--- config.mk ---
export PLATFORM = sky130hd
export DESIGN_NAME = hr_1t4_demux_top
export DESIGN_NICKNAME = d
export VERILOG_FILES = /design/src/rtl/hr_demux_pkg.sv /design/src/rtl/hr_demux_align_fsm.sv /design/src/rtl/hr_1t4_demux_top.sv
export SDC_FILE = /design/constraint.sdc
export NUM_CORES = 1
export LEC_CHECK = 0
export ABC_CLOCK_PERIOD_IN_PS = 3120
export CORE_AREA = 2 2 49 51
export DETAILED_ROUTE_END_ITERATION = 8
export DIE_AREA = 0 0 51 53
export GPL_TIMING_DRIVEN = 0
export HOLD_SLACK_MARGIN = 0.12
export PLACE_DENSITY = 0.8
export SYNTH_ARGS = -nofsm -noshare
export SYNTH_HDL_FRONTEND = slang
export SYNTH_SLANG_ARGS = --single-unit
--- constraint.sdc ---
create_clock -name clk_b -period 3.12 [get_ports clk_b]
set_input_delay 0.312 -clock clk_b [delete_from_list [all_inputs] [get_ports clk_b]]
set_output_delay 0.312 -clock clk_b [all_outputs]
set_load 0.01 [all_outputs]
--- src/rtl/hr_demux_pkg.sv ---
// Shared types and constants for the 1:4 receive deserializer and its
// word-alignment FSM.
package hr_demux_pkg;

    typedef enum logic [1:0] {
        SEARCH = 2'd0,
        CHECK  = 2'd1,
        LOCKED = 2'd2
    } align_state_t;

    localparam logic [3:0] SYNC_WORD_DEF = 4'b1100;
    localparam int         CNT_W         = 4;

    // Serial arrival order -> dout bit index, undoing the transmit interleave.
    function automatic logic [1:0] map_idx(input logic [1:0] ser_pos);
        logic [1:0] idx;
        case (ser_pos)
            2'd0:    idx = 2'd0;
            2'd1:    idx = 2'd2;
            2'd2:    idx = 2'd1;
            default: idx = 2'd3;
        endcase
        return idx;
    endfunction

    // ser[i] is the i-th received bit of the word (ser[0] arrives first).
    function automatic logic [3:0] map_word(input logic [3:0] ser);
        logic [3:0] w;
        w = '0;
        for (int i = 0; i < 4; i++) begin
            w[map_idx(2'(i))] = ser[i];
        end
        return w;
    endfunction

endpackage

--- src/rtl/hr_demux_align_fsm.sv ---
// Bit-slip word alignment: compares received words against the training
// word, requests slips while searching and tracks lock.
//
// state  | meaning
// SEARCH | no alignment; each mismatching word requests one bit slip
// CHECK  | one or more consecutive matches seen, counting towards lock
// LOCKED | aligned; consecutive mismatches counted towards loss of lock
module hr_demux_align_fsm
    import hr_demux_pkg::*;
#(
    parameter logic [3:0] SYNC_WORD  = SYNC_WORD_DEF,
    parameter int         LOCK_CNT   = 4,
    parameter int         UNLOCK_CNT = 2
) (
    input  logic       clk_b,
    input  logic       rst_n,
    input  logic [3:0] dout,
    input  logic       dout_valid,
    input  logic       train_en,
    input  logic       slip,
    input  logic       slip_now,
    output logic       fsm_slip,
    output logic       locked
);

    localparam logic [CNT_W-1:0] LOCK_C   = CNT_W'(LOCK_CNT);
    localparam logic [CNT_W-1:0] UNLOCK_C = CNT_W'(UNLOCK_CNT);

    align_state_t     state, state_nxt;
    logic [CNT_W-1:0] match_cnt, match_nxt;
    logic [CNT_W-1:0] miss_cnt, miss_nxt;
    logic             blank, blank_nxt;
    logic             slip_req;
    logic             eval;
    logic             is_match;

    // The first word after any slip straddles the old boundary, so skip it.
    assign blank_nxt = slip_now ? 1'b1 : (dout_valid ? 1'b0 : blank);
    assign eval      = dout_valid && train_en && !blank;
    assign is_match  = (dout == SYNC_WORD);

    always_comb begin
        state_nxt = state;
        match_nxt = match_cnt;
        miss_nxt  = miss_cnt;
        slip_req  = 1'b0;
        if (slip && (state != SEARCH)) begin
            state_nxt = SEARCH;
            match_nxt = '0;
            miss_nxt  = '0;
        end else if (eval) begin
            case (state)
                SEARCH: begin
                    if (is_match) begin
                        if (LOCK_C == CNT_W'(1)) begin
                            state_nxt = LOCKED;
                            match_nxt = '0;
                        end else begin
                            state_nxt = CHECK;
                            match_nxt = CNT_W'(1);
                        end
                    end else begin
                        slip_req = 1'b1;
                    end
                end
                CHECK: begin
                    if (is_match) begin
                        if (match_cnt + CNT_W'(1) == LOCK_C) begin
                            state_nxt = LOCKED;
                            match_nxt = '0;
                        end else begin
                            match_nxt = match_cnt + CNT_W'(1);
                        end
                    end else begin
                        state_nxt = SEARCH;
                        match_nxt = '0;
                        slip_req  = 1'b1;
                    end
                end
                LOCKED: begin
                    if (is_match) begin
                        miss_nxt = '0;
                    end else if (miss_cnt + CNT_W'(1) == UNLOCK_C) begin
                        state_nxt = SEARCH;
                        miss_nxt  = '0;
                    end else begin
                        miss_nxt = miss_cnt + CNT_W'(1);
                    end
                end
                default: begin
                    state_nxt = SEARCH;
                    match_nxt = '0;
                    miss_nxt  = '0;
                end
            endcase
        end
    end

    always_ff @(posedge clk_b or negedge rst_n) begin
        if (!rst_n) begin
            state     <= SEARCH;
            match_cnt <= '0;
            miss_cnt  <= '0;
            blank     <= 1'b0;
            fsm_slip  <= 1'b0;
            locked    <= 1'b0;
        end else begin
            state     <= state_nxt;
            match_cnt <= match_nxt;
            miss_cnt  <= miss_nxt;
            blank     <= blank_nxt;
            fsm_slip  <= slip_req;
            locked    <= (state_nxt == LOCKED);
        end
    end

endmodule

--- src/rtl/hr_1t4_demux_top.sv ---
// Receive-side 1:4 deserializer: bit sampling, word framing, divided word
// clock and slip merge around the alignment FSM.
module hr_1t4_demux_top
    import hr_demux_pkg::*;
#(
    parameter logic [3:0] SYNC_WORD  = SYNC_WORD_DEF,
    parameter int         LOCK_CNT   = 4,
    parameter int         UNLOCK_CNT = 2
) (
    input  logic       clk_b,
    input  logic       rst_n,
    input  logic       din,
    input  logic       train_en,
    input  logic       slip,
    output logic [3:0] dout,
    output logic       dout_valid,
    output logic       clk_word,
    output logic       locked
);

    logic [2:0] shreg;
    logic [1:0] cnt, cnt_nxt;
    logic       fsm_slip;
    logic       slip_now;
    logic       capture;

    // External and FSM requests in the same cycle collapse into one slip.
    assign slip_now = slip | fsm_slip;
    assign capture  = (cnt == 2'd3) && !slip_now;
    assign cnt_nxt  = slip_now ? cnt : cnt + 2'd1;

    always_ff @(posedge clk_b or negedge rst_n) begin
        if (!rst_n) begin
            shreg      <= '0;
            cnt        <= '0;
            dout       <= '0;
            dout_valid <= 1'b0;
            clk_word   <= 1'b0;
        end else begin
            shreg      <= {shreg[1:0], din};
            cnt        <= cnt_nxt;
            dout_valid <= capture;
            clk_word   <= ~cnt_nxt[1];
            // shreg[2] holds the oldest bit, din the newest.
            if (capture) begin
                dout <= map_word({din, shreg[0], shreg[1], shreg[2]});
            end
        end
    end

    hr_demux_align_fsm #(
        .SYNC_WORD  (SYNC_WORD),
        .LOCK_CNT   (LOCK_CNT),
        .UNLOCK_CNT (UNLOCK_CNT)
    ) u_align (
        .clk_b      (clk_b),
        .rst_n      (rst_n),
        .dout       (dout),
        .dout_valid (dout_valid),
        .train_en   (train_en),
        .slip       (slip),
        .slip_now   (slip_now),
        .fsm_slip   (fsm_slip),
        .locked     (locked)
    );

endmodule

## Yosys cells after proc, flatten, opt, wreduce, memory -nomap -nowiden

Cells that the tools add are included.

| storage, ports and cells | value |
|---|---|
| register bits | 24 |
| bits of input ports | 5 |
| output and inout port bits | 7 |
| logic and storage cells | 94 |

| operators by class | value |
|---|---|
| add/subtract/negate cells | 3 |
| magnitude comparators | 8 |
| equal/unequal tests | 10 |
| mux-type cells | 41 |
| bitwise gates (word level) | 3 |
| reductions and logical operators | 17 |

Operators with widths:

| kind | count |
|---|---|
| 2-to-1 mux 4 bit | 9 |
| 2-to-1 mux 2 bit | 12 |
| bitwise mux 4 bit | 3 |
| < comparator 2 x 3 -> 1 bit (second input constant) | 4 |
| case mux 4 bit (3 select lines) | 1 |
| 2-to-1 mux 1 bit | 10 |
| adder 4 x 1 -> 4 bit (second input constant) | 2 |
| demux 1 bit (select 2 bit) | 4 |
| greater-or-equal comparator 2 x 1 -> 1 bit (second input constant) | 4 |
| logical AND 1 bit | 8 |
| case mux 4 bit (2 select lines) | 1 |
| == test 2 bit (second input constant) | 3 |
| case mux 2 bit (3 select lines) | 1 |
| nonzero test 2 bit | 3 |
| bitwise AND 4 bit | 1 |
| == test 4 x 2 -> 1 bit (second input constant) | 1 |
| == test 4 x 3 -> 1 bit (second input constant) | 1 |
| == test 4 bit (second input constant) | 1 |
| inequality test 2 x 1 -> 1 bit (second input constant) | 2 |
| inequality test 3 x 1 -> 1 bit (second input constant) | 1 |
| AND reduction 3 bit | 1 |
| adder 2 x 1 -> 2 bit (second input constant) | 1 |
| == test 2 x 1 -> 1 bit (second input constant) | 1 |
| zero test 1 bit | 2 |
| 5 further kinds | 5 |

## Depth between registers and ports, before layout

| logic depth | value |
|---|---|
| depth in word-level cells | 12 |
| depth in mapped cells | 6 |
| mapped depth without buffers | 6 |

## Cells and area by module

A second synthesis with hierarchy kept.

| unflattened totals | value |
|---|---|
| cell total of the unflattened synthesis | 118 |
| area, all modules | 1271.2 sq um |

By module, submodules not included:

| module | times used | cells an instance | area each (sq um) | sequential area each (sq um) |
|---|---|---|---|---|
| hr_demux_align_fsm | 1 | 96 | 882.1 | 325.3 |
| hr_1t4_demux_top | 1 | 22 | 389.1 | 275.3 |

## Worst setup path before layout

OpenSTA, ideal clock, no wires.

| timing path | value |
|---|---|
| path kind | flip-flop to flip-flop |
| start point | register u_align.match_cnt[0] |
| end point | register u_align.match_cnt[0] |
| setup time | 0.126 ns |
| arrival | 1.402 ns |
| required time | 2.994 ns |
| slack | 1.592 ns |
| stages on the path, launching flop included | 5 |
| buffers on the path | 0 |
| clock period less this slack | 1.528 ns |
| cells stage by stage | dfrtp_1 -> ha_1 -> nor4b_4 -> o21ai_2 -> o32a_1 |

| between the ends | value |
|---|---|
| longest elaborated chain between the ends | 7 |

Ends and longest elaborated chain:

| what | line | text |
|---|---|---|
| start: declaration | hr_demux_align_fsm.sv:30 | `logic [CNT_W-1:0] match_cnt, match_nxt;` |
| start signal: assignment | hr_demux_align_fsm.sv:109 | `match_cnt <= match_nxt;` |
| adder 4 x 1 -> 4 bit * | hr_demux_align_fsm.sv:68, hr_demux_align_fsm.sv:72 |  |
| == test 4 x 3 -> 1 bit | hr_demux_align_fsm.sv:68 | `if (match_cnt + CNT_W'(1) == LOCK_C) begin` |
| 2-to-1 mux 4 bit * | hr_demux_align_fsm.sv:68 |  |
| 2-to-1 mux 4 bit * | hr_demux_align_fsm.sv:67 | `if (is_match) begin` |
| case mux 4 bit (3 select lines) * | hr_demux_align_fsm.sv:52 | `case (state)` |
| 2-to-1 mux 4 bit * | hr_demux_align_fsm.sv:51 | `end else if (eval) begin` |
| 2-to-1 mux 4 bit * | hr_demux_align_fsm.sv:47 | `if (slip && (state != SEARCH)) begin` |

Every way passes the cells marked *; elsewhere a longest branch is shown, timed or not. The select of a mux whose other input is x is not followed.
A chain may end at the register's enable or synchronous reset.

## Worst setup path in the final report

Ends and elaborated chain as after synthesis.

==> run_results.csv <==
group,metric,value,unit
critical_path,worst-endpoint-required,3.33,ns
synthesis,synth_top_family_by_area,"simple AND/OR/NAND/NOR gates",
timing,finalCritPeriodShare,54.2,%
hold_path,min_path_type,"flip-flop to flip-flop",
synthesis,synth_edf_count,0,
synthesis,yosysUniqueCellTypes,46,
clocking,cts_tree,"built",
floorplan,fp.dieH,53,um
final_layout,multiInputGateArea,606,um^2
job,maxCapViolations,0,
critical_path,crit_arrival,1.90,ns
clocking,cts_max_path_buffers,2,
timing,finalCriticalPeriod,1.69,ns
routing,vias_per_cell,5.93,
timing,fmax,592,MHz
critical_path,path_delay_family,"flip-flops",
floorplan,coreArea,2150,um^2
synthesis,yosys_warnings,0,
critical_path,slowest_delay,0.49,ns
routing,avgRoutedWirePerCell,14.5,um
floorplan,io_pins,12,
routing,routed_wl,2250,um
synthesis,synth_top_area_share,48.3,%
clocking,insertion_delay,0.31,ns
final_layout,final_nets,138,
clocking,cts.sinks,24,
critical_path,crit_chain,"ha_1 > nor4b_4 > o21ai_2 > o32a_1",
timing,setup-tns-final,0,ns
final_layout,areaGrowthSynthToFinish,13.8,%
timing,relSlewSlack,32.2,%
status,outcome,"completed",
clocking,numCtsBuffers,3,
critical_path,crit_fanout,9,
critical_path,critPathKind,"flip-flop to flip-flop",
timing,finalSetupViolCount,0,
timing,rsz0062_at_grt,"no",
floorplan,dieArea,2700,um^2
final_layout,drive_above_1_share,16.5,%
synthesis,yosys-top-cells-area,"dfrtp_1 48%, ha_1 5.0%, mux2_2 4.5%, nand3_1 2.4%, o21ai_0 2.4%",
routing,vias,919,
synthesis,synth-compound-area-share,15.4,%
synthesis,syn_avg_cell_area,11.0,um^2
critical_path,worst-path-buf-inv,0,
critical_path,crit_path_start_kind,"flip-flop",
synthesis,syn_area,1240,um^2
synthesis,yosysSeqAreaShare,48.3,%
grt,gr-total-overflow,0,
grt,antenna_found_initial,0,
grt,grtUsageTotal,19.0,%
placed_design,dpl.hpwl,1630,um
synthesis,synth.most_common_cell,"dfrtp_1",
synthesis,synth-main-ff-cell,"dfrtp_1",
synthesis,synth_commonest_cells,"24 x dfrtp_1, 6 x inv_1, 6 x nand3_1, 6 x o21ai_0",
synthesis,synth_fp_nets,123,
floorplan,dieWidth,51,um
clocking,ctsResizeCount,0,
final_layout,regArea,601,um^2
clocking,ctsHoldBuffers,0,
clocking,clkTransAtPathRegs,0.12,ns
grt,grt_max_degree,25,
synthesis,synth-seq-cells,24,
critical_path,crit_path_end_kind,"flip-flop",
timing,slew_violations,0,
placed_design,io_buffers,10,
synthesis,synthSimpleGateAreaFrac,21.5,%
clocking,cts_setup_buffers,0,
synthesis,syn_inst,113,
synthesis,synth.area.mux_share,5.33,%
timing,worst_slew_pin_slew,1.01,ns
pwr,cellPowerDensity,555,nW/um^2
synthesis,synth-xor-area-share,1.41,%
grt,grt_pass1_wl,3820,um
pwr,ir_drop,441,uV
final_layout,diodes,0,
routing,drt_iter0_drc,22,
synthesis,synth_fa_ha_area_share,5.03,%
floorplan,rows,17,
routing,drcViolationCount,0,
timing,finalHoldViolCount,0,
timing,setup_ws,1.43,ns
routing,ant_nets,0,
clocking,htreeDepth,1,
placed_design,preCtsSetupSlack,1.30,ns
final_layout,final_util,65.9,%
final_layout,final.fill_count,165,
floorplan,start_util,57.9,%
grt,grt_pass1_vias,894,
synthesis,synthArstFlopShare,100,%
synthesis,post-synth-top-area-cell,"dfrtp_1",
routing,dr.pass1.iters,4,
clocking,root_buffer,"clkbuf_4",
critical_path,critPathSlowestCell,"dfrtp_1",
placed_design,place.gp.congestion,0.773,
pwr,p_leak,0.611,nW
timing,skew,0.000995,ns
report_power, final:
part           internal, mW  switching [mW]  leakage [nW]
logic                 0.128          0.0838         0.292
registers             0.368          0.0448         0.297
clock network        0.0713          0.0885        0.0210
total                 0.568           0.217         0.611
logic make-up (layout without fill, tap and decap cells):
| group | count (synthesis) | after routing |
|---|---|---|
| simple gates | 40 | 40 |
| compound gates | 27 | 27 |
| flops | 24 | 24 |
| buf+inv | 9 | 23 |
| mux | 6 | 6 |
| fa+ha+maj | 5 | 5 |
| xor+xnor | 2 | 2 |
metrics by stage:
step / area (um^2) / total power [mW] / hold WS, ns / instances
after global routing: 1420 / 0.824 / 0.400 / 155
after detailed placement: 1380 / 0.633 / 0.364 / 151
after floorplan: 1240 / 0.520 / 0.0164 / 113
final: 1420 / 0.785 / 0.388 / 155
after global placement: 1380 / 0.620 / 0.351 / 151
after CTS: 1420 / 0.794 / 0.393 / 155
worst paths after layout:
kind,from,endpoint,slack (ns),cells after the start
worst max-delay path,u_align.match_cnt[0]$_DFFE_PN0P_,u_align.match_cnt[0]$_DFFE_PN0P_,1.43,4
worst min register to register,shreg[1]$_DFF_PN0_,shreg[2]$_DFF_PN0_,0.39,0
worst min-delay path,shreg[1]$_DFF_PN0_,shreg[2]$_DFF_PN0_,0.39,0
min in group asynchronous,rst_n,u_align.miss_cnt[0]$_DFFE_PN0P_,0.54,1
worst max register to register,u_align.match_cnt[0]$_DFFE_PN0P_,u_align.match_cnt[0]$_DFFE_PN0P_,1.43,4
max in group asynchronous,rst_n,u_align.state[0]$_DFF_PN0_,1.97,1
worst reg2reg max path, delay by kind of cell (launching register included):
| kind | cells | cell delay (ns) |
|---|---|---|
| flip-flops | 1 | 0.49 |
| AO/OA/AOI/OAI | 2 | 0.48 |
| adder cells (fa/ha/maj) | 1 | 0.31 |
| AND/OR/NAND/NOR | 1 | 0.31 |
layer usage:
metal  vias up  wire [um]  track usage (%)
met1       440       1000             24.4
met2        24       1130             32.5
met4         0         26             6.31
met3         5         86             3.39
li1        450          -                -
met5         -          0                0
registers in the layout (all words and copies together) (netlist names):
name	count
clk_word	1
shreg	3
cnt	2
u_align.miss_cnt	4
dout	4
u_align.state	2
u_align.match_cnt	4
dout_valid	1
u_align.blank	1
u_align.locked	1
u_align.fsm_slip	1
area by class of cell:
cell class	instances	share of cell area, %
timing repair buffer	10	7.07
inverter	6	1.59
clock buffer	4	2.56
sequential	24	42.4
buffer	3	1.06
multi-input combinational	80	42.8
tap	28	2.48
layout by cell type (no fill, tap or decap), types with 3 or more instances in the layout:
cell              n
buf_2             3
clkbuf_4          3
clkdlybuf4s50_1  10
dfrtp_1          24
ha_1              5
inv_1             6
mux2_2            5
nand2_1           5
nand3_1           6
nor2_1            5
o21ai_0           6
Power figures use the tool's default switching activity.
==> edit (same settings) <==
Encoding of `align_state_t`: now one-hot (3 bits for 3 states).
--- a/src/rtl/hr_demux_pkg.sv
+++ b/src/rtl/hr_demux_pkg.sv
@@ -4,6 +4,6 @@
 
-    typedef enum logic [1:0] {
-        SEARCH = 2'd0,
-        CHECK  = 2'd1,
-        LOCKED = 2'd2
+    typedef enum logic [2:0] {
+        SEARCH = 3'b001,
+        CHECK  = 3'b010,
+        LOCKED = 3'b100
     } align_state_t;
Function: no difference found for any inputs over 10 cycles, from zero or initial values and one cycle with rst_n low; not proved beyond that.
==> edit against the original RTL <==
Sequential share of layout area fell by 0.97 points; highest routed layer unchanged; sequential cell count increased by 1; setup slack got worse by 230 ps; power rose by 1.4%; count of clock-buffer cells in the layout did not move; sequential power grew 5.8%; critical path type unchanged; wire length increased by 11%; cell area up 6.8%; synthesized area is 8.6% higher.
==> edit: results (changes against the original RTL) <==
Parameter                              Value

GRT
  Via count of the first global-routing pass    960 (was 894)
  Global-route wire length before repair    4.28 mm (was 3.82 mm)
  Largest net degree at the start of global routing    26 (was 25)
  GRT Resource Usage Total    21.5% (was 19.0%)

Logic synthesis
  Instance count of the mapped netlist    135 (was 113)
  Top cells by area in the synthesized netlist    sky130_fd_sc_hd__dfrtp_1, sky130_fd_sc_hd__nand2_1, sky130_fd_sc_hd__ha_1 (was sky130_fd_sc_hd__dfrtp_1, sky130_fd_sc_hd__ha_1, sky130_fd_sc_hd__mux2_2)
  Distinct cell type count of the synthesized netlist    47 (was 46)
  Commonest cells post-synth    sky130_fd_sc_hd__dfrtp_1, sky130_fd_sc_hd__nand2_1, sky130_fd_sc_hd__nor2_1, sky130_fd_sc_hd__o21ai_0, sky130_fd_sc_hd__nand3_1 (was sky130_fd_sc_hd__dfrtp_1, sky130_fd_sc_hd__inv_1, sky130_fd_sc_hd__nand3_1, sky130_fd_sc_hd__o21ai_0)
  Portion of the post-synthesis area used by sequential elements    46.4% (was 48.3%)
  Mapped Nets    145 (was 123)

Min path
  Hold path start    shreg[0]$_DFF_PN0_ (was shreg[1]$_DFF_PN0_)

Worst setup path
  Critical register-to-register path startpoint    u_align.miss_cnt[0]$_DFFE_PN0P_ (was u_align.match_cnt[0]$_DFFE_PN0P_)
  RR Endpoint    u_align.locked$_DFF_PN0_ (was u_align.match_cnt[0]$_DFFE_PN0P_)
  Arrival time of data at the critical path endpoint    2120 ps (was 1900 ps)
  Worst Reg2Reg Path Length in Cells    5 (was 4)
  Flop2flop setup slack    1200 ps (was 1430 ps)
  CP max FO    7 (was 9)

Placement
  Setup WS pre-CTS    1040 ps (was 1300 ps)
  Post-placement cell count    173 (was 151)
  Routability congestion estimate from global placement    0.818 (was 0.773)
  Post-detailed-placement half-perimeter wirelength    1.81 mm (was 1.63 mm)

Routing
  Total Routed Length    2.51 mm (was 2.25 mm)
  Met2 wire len    1.28 mm (was 1.13 mm)
  Routed via count    1,034 (was 919)
  Post-route met1 wirelength    1.12 mm (was 1.00 mm)
  Violation count after the first detailed-route iteration    30 (was 22)

Finish
  Number of standard cells in the final layout excluding fillers    177 (was 155)
  Filler Cell Count    167 (was 165)
  Fraction of layout instances using a drive strength above 1    14.8% (was 16.5%)

Timing
  Maximum clock skew at final layout    5.29 ps (was 0.995 ps)
  Transition time at the pin with the least slew margin    1070 ps (was 1010 ps)

Power
  P_leak    0.638 nW (was 0.611 nW)
  Worst-case vdd ir drop    0.496 mV (was 0.441 mV)

Status
  Run status    complete, no violations (unchanged)
==> edit: changes by cell type in the layout (fill, tap and decap cells not counted), sizes merged, moves of 2 or more <==
cell and delta:
nor2 +2, xnor2 +3, clkbuf +3, nor3 +2
o31ai +3, nor3b +2, or3 +2, a21oi +2
and3 -2, nand2 +12
==> edit: final cells by class <==
type	count	area, sq um	area share [%]
Multi-Input combinational cell	98	667	44.1
Sequential cell	25	627	41.5
Buffer	7	37.5	2.48
Inverter	5	18.8	1.24
Clock buffer	4	26.3	1.74
Tap cell	28	35.0	2.32
Timing Repair Buffer	10	100	6.62
==> edit: how the worst max path moves through the flow <==
stage               cells past startpoint                       startpoint  slack [ps]                               end
floorplan                               5  u_align.miss_cnt[0]$_DFFE_PN0P_        1340          u_align.locked$_DFF_PN0_
global placement                        8                         train_en        1080  u_align.match_cnt[3]$_DFFE_PN0P_
detailed placement                      8                         train_en        1040  u_align.match_cnt[3]$_DFFE_PN0P_
CTS                                     5  u_align.miss_cnt[0]$_DFFE_PN0P_        1200          u_align.locked$_DFF_PN0_
global route                            5  u_align.miss_cnt[0]$_DFFE_PN0P_        1110          u_align.locked$_DFF_PN0_
finish                                  5  u_align.miss_cnt[0]$_DFFE_PN0P_        1200          u_align.locked$_DFF_PN0_
==> edit: power groups by stage <==
stage / registers (mW) / clock network [mW] / logic (mW)
4_1_cts: 0.438 / 0.145 / 0.221
3_3_place_gp: 0.437 / 0 / 0.212
2_1_floorplan: 0.448 / 0 / 0.0972
5_1_grt: 0.447 / 0.159 / 0.242
6_report: 0.437 / 0.140 / 0.219
3_5_place_dp: 0.443 / 0 / 0.220
==> edit: through the flow <==
stage	instance area (sq um)	util (%)
after floorplan	1350	-
after global placement	1490	69.1
after detailed placement	1490	69.1
after CTS	1510	70.4
after global routing	1510	70.4
final	1510	70.4
==> edit: kinds of logic after synthesis <==
kind of cell,after synthesis,synth area share (%)
AND/OR/NAND/NOR,56,23.3
AO/OA/AOI/OAI,28,14.7
flip-flops,25,46.4
buffers and inverters,12,4.17
multiplexers,5,4.17
adder cells (fa/ha/maj),5,4.63
XOR/XNOR,4,2.60
==> edit: worst max-delay path, stage by stage, from the launching register on <==
cell	delay, ps
sky130_fd_sc_hd__dfrtp_1	470
sky130_fd_sc_hd__ha_1	300
sky130_fd_sc_hd__or4b_2	620
sky130_fd_sc_hd__o221a_2	140
sky130_fd_sc_hd__o22ai_1	210
sky130_fd_sc_hd__nor3b_2	80
==> edit: layer usage <==
layer | global-route usage (%) | vias up
li1 | - | 510
met1 | 28.8 | 498
met2 | 35.7 | 22
met3 | 2.54 | 4
met4 | 8.56 | 0
met5 | 0 | -
